## src/rtl/hpu_pkg.sv

```systemverilog
// Shared constants and types for the HPU output-side stream path.
package hpu_pkg;

  localparam int DST_ADDR_W  = 5;
  localparam int AXIS_DATA_W = 64;

  typedef enum logic [1:0] {
    IDLE = 2'd0,
    RUN  = 2'd1,
    DONE = 2'd2
  } state_t;

  // One buffered stream beat: payload plus its end-of-frame flag.
  typedef struct packed {
    logic [AXIS_DATA_W-1:0] data;
    logic                   last;
  } axis_word_t;

endpackage

```

## src/rtl/dst_stream_ctrl_if.sv

```systemverilog
// AXI4-Stream master/slave bundle for the dst_buf output stream.
interface dst_stream_ctrl_if #(
  parameter int DATA_W = 64
);

  logic              TVALID;
  logic              TREADY;
  logic [DATA_W-1:0] TDATA;
  logic              TLAST;

  modport master (
    output TVALID,
    output TDATA,
    output TLAST,
    input  TREADY
  );

  modport slave (
    input  TVALID,
    input  TDATA,
    input  TLAST,
    output TREADY
  );

endinterface

```

## src/rtl/axis_skid_fifo.sv

```systemverilog
// Two-entry registered FIFO holding returned dst_buf words until the
// stream sink accepts them. Head outputs come straight from storage.
module axis_skid_fifo
  import hpu_pkg::*;
(
  input  logic       clk,
  input  logic       rst,
  input  logic       push,
  input  axis_word_t push_word,
  input  logic       pop,
  output logic [1:0] count,
  output axis_word_t head
);

  axis_word_t mem [2];
  logic       wr_ptr;
  logic       rd_ptr;
  logic [1:0] cnt_q;

  // Storage, pointers and occupancy; a push and pop together keep the count.
  always_ff @(posedge clk) begin
    if (rst) begin
      for (int unsigned i = 0; i < 2; i++) begin
        mem[i] <= '0;
      end
      wr_ptr <= 1'b0;
      rd_ptr <= 1'b0;
      cnt_q  <= '0;
    end else begin
      if (push) begin
        mem[wr_ptr] <= push_word;
        wr_ptr      <= ~wr_ptr;
      end
      if (pop) begin
        rd_ptr <= ~rd_ptr;
      end
      cnt_q <= cnt_q + 2'(push) - 2'(pop);
    end
  end

  assign count = cnt_q;
  assign head  = mem[rd_ptr];

  no_overflow: assert property (@(posedge clk) disable iff (rst)
    !(push && !pop && cnt_q == 2'd2));

  no_underflow: assert property (@(posedge clk) disable iff (rst)
    !(pop && cnt_q == 2'd0));

endmodule

```

## src/rtl/dst_stream_ctrl.sv

```systemverilog
// Read sequencer for the idle dst_buf bank and AXI4-Stream master.
// Issues one read per cycle while fewer than two words are buffered or in
// flight, captures the returned word a cycle later and streams it out.
module dst_stream_ctrl
  import hpu_pkg::*;
#(
  parameter int ADDR_W = DST_ADDR_W,
  parameter int DATA_W = AXIS_DATA_W
) (
  input  logic              clk,
  input  logic              rst,
  input  logic              start,
  input  logic [ADDR_W-1:0] len_m1,
  output logic              busy,
  output logic              done,
  output logic              stream_v,
  output logic [ADDR_W-1:0] stream_a,
  input  logic [DATA_W-1:0] stream_d,
  dst_stream_ctrl_if.master m_axis
);

  state_t            state_q;
  logic [ADDR_W-1:0] len_q;
  logic [ADDR_W:0]   issued_q;
  logic [ADDR_W-1:0] ret_q;
  logic              inflight_q;

  logic [1:0]        fifo_count;
  axis_word_t        head;
  axis_word_t        push_word;
  logic              push;
  logic              pop;
  logic              tvalid;
  logic [2:0]        occupancy;

  assign tvalid = (fifo_count != 2'd0);
  assign pop    = tvalid & m_axis.TREADY;
  assign push   = inflight_q;

  // Read issue: words held plus in flight, less the beat leaving now, stay below two.
  always_comb begin
    occupancy = {1'b0, fifo_count} + {2'b0, inflight_q} - {2'b0, pop};
    stream_v  = (state_q == RUN) &&
                (issued_q <= {1'b0, len_q}) &&
                (occupancy < 3'd2);
    stream_a  = issued_q[ADDR_W-1:0];
    push_word = '{data: AXIS_DATA_W'(stream_d), last: (ret_q == len_q)};
  end

  // Control FSM, issue/return counters and the read-in-flight flag.
  always_ff @(posedge clk) begin
    if (rst) begin
      state_q    <= IDLE;
      len_q      <= '0;
      issued_q   <= '0;
      ret_q      <= '0;
      inflight_q <= 1'b0;
    end else begin
      inflight_q <= stream_v;
      if (stream_v) begin
        issued_q <= issued_q + 1'b1;
      end
      if (push) begin
        ret_q <= ret_q + 1'b1;
      end
      case (state_q)
        IDLE: begin
          if (start) begin
            state_q  <= RUN;
            len_q    <= len_m1;
            issued_q <= '0;
            ret_q    <= '0;
          end
        end
        RUN: begin
          if (pop && head.last) begin
            state_q <= DONE;
          end
        end
        DONE: begin
          state_q <= IDLE;
        end
        default: begin
          state_q <= IDLE;
        end
      endcase
    end
  end

  axis_skid_fifo u_fifo (
    .clk       (clk),
    .rst       (rst),
    .push      (push),
    .push_word (push_word),
    .pop       (pop),
    .count     (fifo_count),
    .head      (head)
  );

  assign busy          = (state_q != IDLE);
  assign done          = (state_q == DONE);
  assign m_axis.TVALID = tvalid;
  assign m_axis.TDATA  = DATA_W'(head.data);
  assign m_axis.TLAST  = head.last;

endmodule

```

## src/flat_wrapper.sv

```systemverilog
// flat-port wrapper written by rule: the top's interface ports become plain ports
module dst_stream_ctrl_flat import hpu_pkg::*;
#(
  parameter int ADDR_W = DST_ADDR_W,
  parameter int DATA_W = AXIS_DATA_W
)
  (clk, rst, start, len_m1, busy, done, stream_v, stream_a, stream_d, m_axis_TVALID, m_axis_TDATA, m_axis_TLAST, m_axis_TREADY);
  dst_stream_ctrl_if #(.DATA_W(DATA_W)) m_axis_i ();
  input  logic clk;
  input  logic rst;
  input  logic start;
  input  logic [ADDR_W-1:0] len_m1;
  output logic busy;
  output logic done;
  output logic stream_v;
  output logic [ADDR_W-1:0] stream_a;
  input  logic [DATA_W-1:0] stream_d;
  output wire logic [$bits(m_axis_i.TVALID)-1:0] m_axis_TVALID;
  output wire logic [$bits(m_axis_i.TDATA)-1:0] m_axis_TDATA;
  output wire logic [$bits(m_axis_i.TLAST)-1:0] m_axis_TLAST;
  input wire logic [$bits(m_axis_i.TREADY)-1:0] m_axis_TREADY;
  assign m_axis_TVALID = m_axis_i.TVALID;
  assign m_axis_TDATA = m_axis_i.TDATA;
  assign m_axis_TLAST = m_axis_i.TLAST;
  assign m_axis_i.TREADY = m_axis_TREADY;
  dst_stream_ctrl #(.ADDR_W(ADDR_W), .DATA_W(DATA_W)) u_core (.clk(clk), .rst(rst), .start(start), .len_m1(len_m1), .busy(busy), .done(done), .stream_v(stream_v), .stream_a(stream_a), .stream_d(stream_d), .m_axis(m_axis_i));
endmodule
```

## config.mk

```make
export PLATFORM = sky130hd
export DESIGN_NAME = dst_stream_ctrl_flat
export DESIGN_NICKNAME = d
export VERILOG_FILES = /design/src/rtl/hpu_pkg.sv /design/src/rtl/dst_stream_ctrl_if.sv /design/src/rtl/axis_skid_fifo.sv /design/src/rtl/dst_stream_ctrl.sv /design/src/flat_wrapper.sv
export SDC_FILE = /design/constraint.sdc
export NUM_CORES = 1
export LEC_CHECK = 0
export BUFFER_PORTS_ARGS = -buffer_cell sky130_fd_sc_hd__buf_4
export CAP_MARGIN = 30
export CORE_ASPECT_RATIO = 0.8
export CORE_UTILIZATION = 55
export CTS_CLUSTER_SIZE = 28
export DETAILED_ROUTE_END_ITERATION = 10
export PLACE_DENSITY = 0.91
export SLEW_MARGIN = 20
export SYNTH_ARGS = -nofsm -noshare
export SYNTH_HDL_FRONTEND = slang
export SYNTH_HIERARCHICAL = 1
export SYNTH_SLANG_ARGS = --single-unit
```

## constraint.sdc

```tcl
create_clock -name clk -period 2.9 [get_ports clk]
set_input_delay 0.29 -clock clk [delete_from_list [all_inputs] [get_ports clk]]
set_output_delay 0.29 -clock clk [all_outputs]
set_load 0.1 [all_outputs]
```

==> qor.yml, run 1 <==
status: "completed"
fmax_mhz: 362.7
critPathCaptureType: "primary output"
finalHoldViolCount: 0
dp_hpwl_um: 8842
antennaDiodeCount: 0
async_reset_ff_share_pct: 0
ctsHoldBuffers: 0
drtIter0Drc: 389
route.detailed.drc: 0
hold_class: "in -> reg"
drv_slew: 0
post-route-period-util_pct: 95.08
clockBufferDepth: 2
final_common_cell: "buf_4"
post_cts_buffers: 0
yosys_warnings: 6
cts_buffers: 17
areaGrowthSynthToFinish_pct: 24.04
root_buffer: "clkbuf_16"
grt_antenna_before_repair: 0
fp.dieH_um: 104.8
drt_first_pass_iters: 4
p_per_area_nw_per_um2: 1030
yosysUniqueCellTypes: 42
setup_ws_ns: 0.1428
post-place-ws_ns: 0.3733
place_congestion: 0.8088
vias_per_cell: 5.157
cellLeakagePower_nw: 3.573
netlist_instances: 564
crit_fanout: 8
cp.required_ns: 2.61
arrival_ns: 2.47
post_cts_resized: 4
synth_fp_nets: 647
final_cell_mix: "buf_4 (149), nor2_1 (130), edfxtp_1 (130)"
rsz0062_at_grt: "no"
port_buffers: 146
vias: 4559
ios: 147
core-area_um2: 12870
grt_pass1_vias: 4693
synthesis.area_um2: 7262
drive_gt1_share_pct: 38.79
grt_max_degree: 81
worstMarginPinSlew_ns: 0.8465
start_kind: "flip-flop"
setup-violations-final: 0
htreeDepth: 4
dieArea_um2: 13670
fillCellCount: 904
start_util_pct: 56.43
grt_pass1_wl_um: 22580
rows: 37
tns_ns: 0
overflow: 0
ys_seq_area_share_pct: 60.37
maxCapViolations: 0
ir_drop_mv: 0.7907
nNetsFinal: 780
wl_um: 14640
post_drt_wl_per_cell_um: 16.56
insertion_delay_ns: 0.42
ant_nets: 0
ys.flop_type: "edfxtp_1"
synth_edf_count: 130
max_slew_margin_pct: 43.57
clock-sinks: 154
period_needed_ns: 2.757
clkSlewWorstSetupHoldPaths_ns: 0.06
cts_tree: "yes"
grtUsageTotal_pct: 22.23
ys_ff_latch: 154
clock_skew_ns: 0.01431
worst-setup-path-type: "reg -> out"
die_x_um: 130.5
syn_avg_cell_area_um2: 12.88
-- path summary, 6_finish.rpt --
kind | startpoint | to | slack (ns) | cells after the start
worst min-delay path | len_m1[4] | u_core/len_q[4] | 0.11 | 3
worst max-delay path | u_core/u_fifo/count[1] | stream_v | 0.14 | 7
worst max register to register | u_core/u_fifo/count[1] | u_core/issued_q[4] | 0.41 | 8
worst min register to register | u_core/u_fifo/wr_ptr | u_core/u_fifo/wr_ptr | 0.50 | 2
-- synthesized netlist by cell type, types with 2 or more instances --
cell type | instances | area (um2)
or2_2 | 3 | 18.77
buf_6 | 12 | 135.1
ha_1 | 9 | 112.6
xnor2_1 | 6 | 52.55
inv_1 | 9 | 33.78
edfxtp_1 | 130 | 3904
dfxtp_1 | 24 | 480.5
nand2_1 | 6 | 22.52
nor2b_1 | 4 | 25.02
a21oi_1 | 8 | 40.04
nor2_2 | 20 | 125.1
mux2i_1 | 3 | 30.03
nand2b_1 | 68 | 425.4
nor2_1 | 131 | 491.7
or3_1 | 2 | 12.51
clkbuf_1 | 13 | 48.80
mux2_4 | 50 | 750.7
nand4_1 | 2 | 12.51
o21a_1 | 2 | 15.01
o21ai_0 | 5 | 25.02
buf_2 | 8 | 40.04
mux2_2 | 15 | 168.9
nor4_1 | 2 | 12.51
nor3_1 | 3 | 15.01
xor2_1 | 5 | 43.79
buf_4 | 6 | 45.04
nand3_1 | 3 | 15.01
-- report_power, final --
group | internal (W) | switching (W)
registers | 0.00270 | 0.000177
logic | 0.00119 | 0.00317
clock network | 0.00124 | 0.000797
-- layer usage --
metal	vias up	track usage [%]	share of wire, %
met2	152	37.96	52
li1	2202	-	-
met1	2201	27.37	42
met3	4	5.223	5.7
met4	0	8.046	0.30
met5	-	0	0
-- critical path, stage by stage (launching register included) --
cell      delay [ns]
dfxtp_2         0.40
and3b_1         0.24
o21ai_0         0.15
fa_1            0.43
xnor2_2         0.23
nand4b_4        0.19
nor2_4          0.19
buf_8           0.22
-- kinds of logic (layout without fill, tap and decap cells) --
logic type | count (synthesis) | after routing | share of synthesized area, %
AO/OA/AOI/OAI | 20 | 20 | 1.654
XOR/XNOR | 12 | 12 | 1.637
adder cells (fa/ha/maj) | 10 | 10 | 1.826
buffers and inverters | 48 | 193 | 4.170
flip-flops | 154 | 154 | 60.37
multiplexers | 68 | 68 | 13.08
AND/OR/NAND/NOR | 252 | 252 | 17.26
-- layout make-up --
cell class / instances / area [um2] / area share (%)
Sequential cell: 154 / 4389 / 48.73
Timing Repair Buffer: 153 / 1201 / 13.34
Clock inverter: 12 / 107.6 / 1.195
Tap cell: 175 / 219.0 / 2.431
Multi-Input combinational cell: 362 / 2624 / 29.13
Clock buffer: 19 / 432.9 / 4.806
Inverter: 9 / 33.78 / 0.3751
-- flip-flops by register name, summed over array words and instances, names as in the netlist, named ones only --
signal,cells
u_core/len_q,5
u_core/u_fifo/rd_ptr,1
u_core/ret_q,5
u_core/u_fifo/count,2
u_core/u_fifo/wr_ptr,1
u_core/u_fifo/mem,130
u_core/issued_q,6
u_core/state_q,2
u_core/inflight_q,1
-- through the flow --
step	total power [W]	instance area (um2)	instances	util [%]	hold WS, ns
finish	0.009273	9007	884	69.99	0.1121
detailed placement	0.007218	8382	851	65.13	0.4856
CTS	0.009294	8944	882	69.49	0.09438
floorplan	0.006486	7264	564	-	0.4286
global route	0.009574	9007	884	69.99	0.1318
global placement	0.007143	8382	851	65.13	0.4670
No activity file was read; power rests on OpenSTA's default activity.
==> run 2, diff against run 1 <==
- CORE_UTILIZATION: 55 -> 45
- PLACE_DENSITY: 0.91 -> 0.78
==> qor.yml, run 2 (synthesized netlist as in run 1, its figures left out) <==
status: "completed"
maxCapViolations: 0  # unchanged
place_congestion: 0.7973  # -1.4%
setup-violations-final: 0  # unchanged
rr_startpoint: "u_core/u_fifo/count[1]"
clkSlewWorstSetupHoldPaths_ns: 0.06  # about the same
critPathBufInv: 1  # unchanged
period_needed_ns: 2.702  # -0.05519 ns
cp.required_ns: 2.61  # about the same
nNetsFinal: 782  # +0.26%
final_cell_mix: "buf_4 (151), nor2_1 (130), edfxtp_1 (130)"
largest_register_ffs: 130  # unchanged
cts_tree: "yes"
regMostFlops: "u_core/u_fifo/mem"
route.detailed.drc: 0  # unchanged
grt_antenna_before_repair: 0  # unchanged
dieArea_um2: 16650  # +22%
whs_path_depth: 3  # unchanged
max_slew_margin_pct: 41.43  # -2.1 points
fmax_mhz: 370.1  # +2.0%
cts_buffers: 17  # unchanged
rsz0062_at_grt: "no"
critical_path.top_delay_family: "simple AND/OR/NAND/NOR gates"
htreeDepth: 4  # unchanged
max_stage_delay_ns: 0.43  # about the same
grtUsageTotal_pct: 18.47  # -3.8 points
post_cts_buffers: 0  # unchanged
start_util_pct: 46.11  # -10 points
root_buffer: "clkbuf_16"
insertion_delay_ns: 0.41  # about the same
clockBufferDepth: 2  # unchanged
ctsHoldBuffers: 0  # unchanged
post_drt_wl_per_cell_um: 15.94  # -3.7%
critPathCaptureType: "primary output"
die_x_um: 144.0  # +10%
cp_cell_sequence: "and3b_1 -> o21ai_0 -> fa_1 -> xnor2_2 -> nand4b_4 -> nor2_4 -> buf_8"
arrival_ns: 2.41  # -0.06 ns
seqCellArea_um2: 4389  # unchanged
finalHoldViolCount: 0  # unchanged
clock-sinks: 154  # unchanged
multiInputGateArea_um2: 2624  # unchanged
grt_pass1_wl_um: 22850  # +1.2%
worstHoldEndpoint: "u_core/len_q[3]"
min_from: "len_m1[3]"
post-route-period-util_pct: 93.17  # -1.9 points
areaGrowthSynthToFinish_pct: 25.67
cellLeakagePower_nw: 3.604  # +0.87%
rows: 41  # +11%
cp_slowest_cell: "fa_1"
vias_per_cell: 4.961  # -3.8%
core-area_um2: 15750  # +22%
ant_nets: 0  # unchanged
hold_class: "in -> reg"
antennaDiodeCount: 0  # unchanged
power.total_w: 0.009472  # +2.1%
top_regs: "u_core/u_fifo/mem x130, u_core/issued_q x6"
port_buffers: 146  # unchanged
wl_um: 14780  # +0.94%
worstMarginPinSlew_ns: 0.8786  # +0.03207 ns
clock_skew_ns: 0.004651  # -0.009654 ns
vias: 4599  # +0.88%
worst-setup-path-type: "reg -> out"
grt_max_degree: 67  # -17%
drtIter0Drc: 281  # -28%
fp.dieH_um: 115.6  # +10%
reg2reg_depth: 8  # unchanged
overflow: 0  # unchanged
start_kind: "flip-flop"
drv_slew: 0  # unchanged
dp_hpwl_um: 9362  # +5.9%
drive_gt1_share_pct: 39.75  # +0.96 points
final_common_cell: "buf_4"
r2r_slack_ns: 0.46  # +0.05 ns
p_per_area_nw_per_um2: 1038  # +0.81%
post_cts_resized: 4  # unchanged
crit_fanout: 8  # unchanged
worstReg2RegEnd: "u_core/issued_q[4]"
drt_first_pass_iters: 4  # unchanged
tns_ns: 0  # unchanged
grt_pass1_vias: 4588  # -2.2%
fillCellCount: 1236  # +37%
ios: 147  # unchanged
ir_drop_mv: 0.7501  # -5.1%
run 2: changes by cell type in the layout (fill, tap and decap cells not counted), sizes merged:
cell / delta
bufinv: +1
clkinv: -3
inv: +2
buf: +2
clkinvlp: +1
run 2: report_power, final:
group / internal (W) / leakage [nW] / switching, W
combinational: 0.00119 / 1.78 / 0.00319
sequential: 0.00270 / 1.55 / 0.000160
clock: 0.00136 / 0.282 / 0.000866
total: 0.00525 / 3.60 / 0.00422
run 2: through the flow:
stage / setup slack (ns) / hold WS, ns / utilization [%] / std cells / area, um2
finish: 0.1980 / 0.1120 / 57.95 / 927 / 9126
global placement: 0.4801 / 0.4728 / 53.89 / 895 / 8487
floorplan: 0.1531 / 0.4286 / - / 564 / 7264
global route: 0.01722 / 0.1026 / 57.95 / 927 / 9126
CTS: 0.03154 / 0.07980 / 57.85 / 927 / 9110
detailed placement: 0.3498 / 0.4871 / 53.89 / 895 / 8487
run 2: worst max-delay path by stage:
| stage | endpoint | slack, ns | cells after the start | startpoint |
|---|---|---|---|---|
| global route | stream_v | 0.02 | 7 | u_core/u_fifo/count[1] |
| floorplan | u_core/issued_q[1] | 0.15 | 7 | u_core/inflight_q |
| finish | stream_v | 0.20 | 7 | u_core/u_fifo/count[1] |
| CTS | stream_v | 0.03 | 7 | u_core/u_fifo/count[1] |
| global placement | u_core/issued_q[4] | 0.48 | 8 | u_core/u_fifo/count[1] |
| detailed placement | u_core/issued_q[4] | 0.35 | 8 | u_core/u_fifo/count[1] |
run 2: final cells by class:
cell class	count	area share, %
clock inverter	13	1.851
sequential	154	48.09
multi-input combinational	362	28.75
tap	215	2.948
timing repair buffer	155	13.24
clock buffer	19	4.744
inverter	9	0.3702
run 2: metal layers:
| metal | wire length, um | up-vias | global-route usage [%] |
|---|---|---|---|
| li1 | - | 2207 | - |
| met1 | 6331 | 2229 | 22.69 |
| met2 | 7344 | 145 | 31.47 |
| met3 | 876 | 18 | 4.008 |
| met4 | 226 | 0 | 8.085 |
| met5 | 0 | - | 0 |
run 2: tightest hold or removal path, cell delays in order:
cell and delay [ns]:
buf_4 0.08, a21oi_1 0.05, nor2_1 0.08
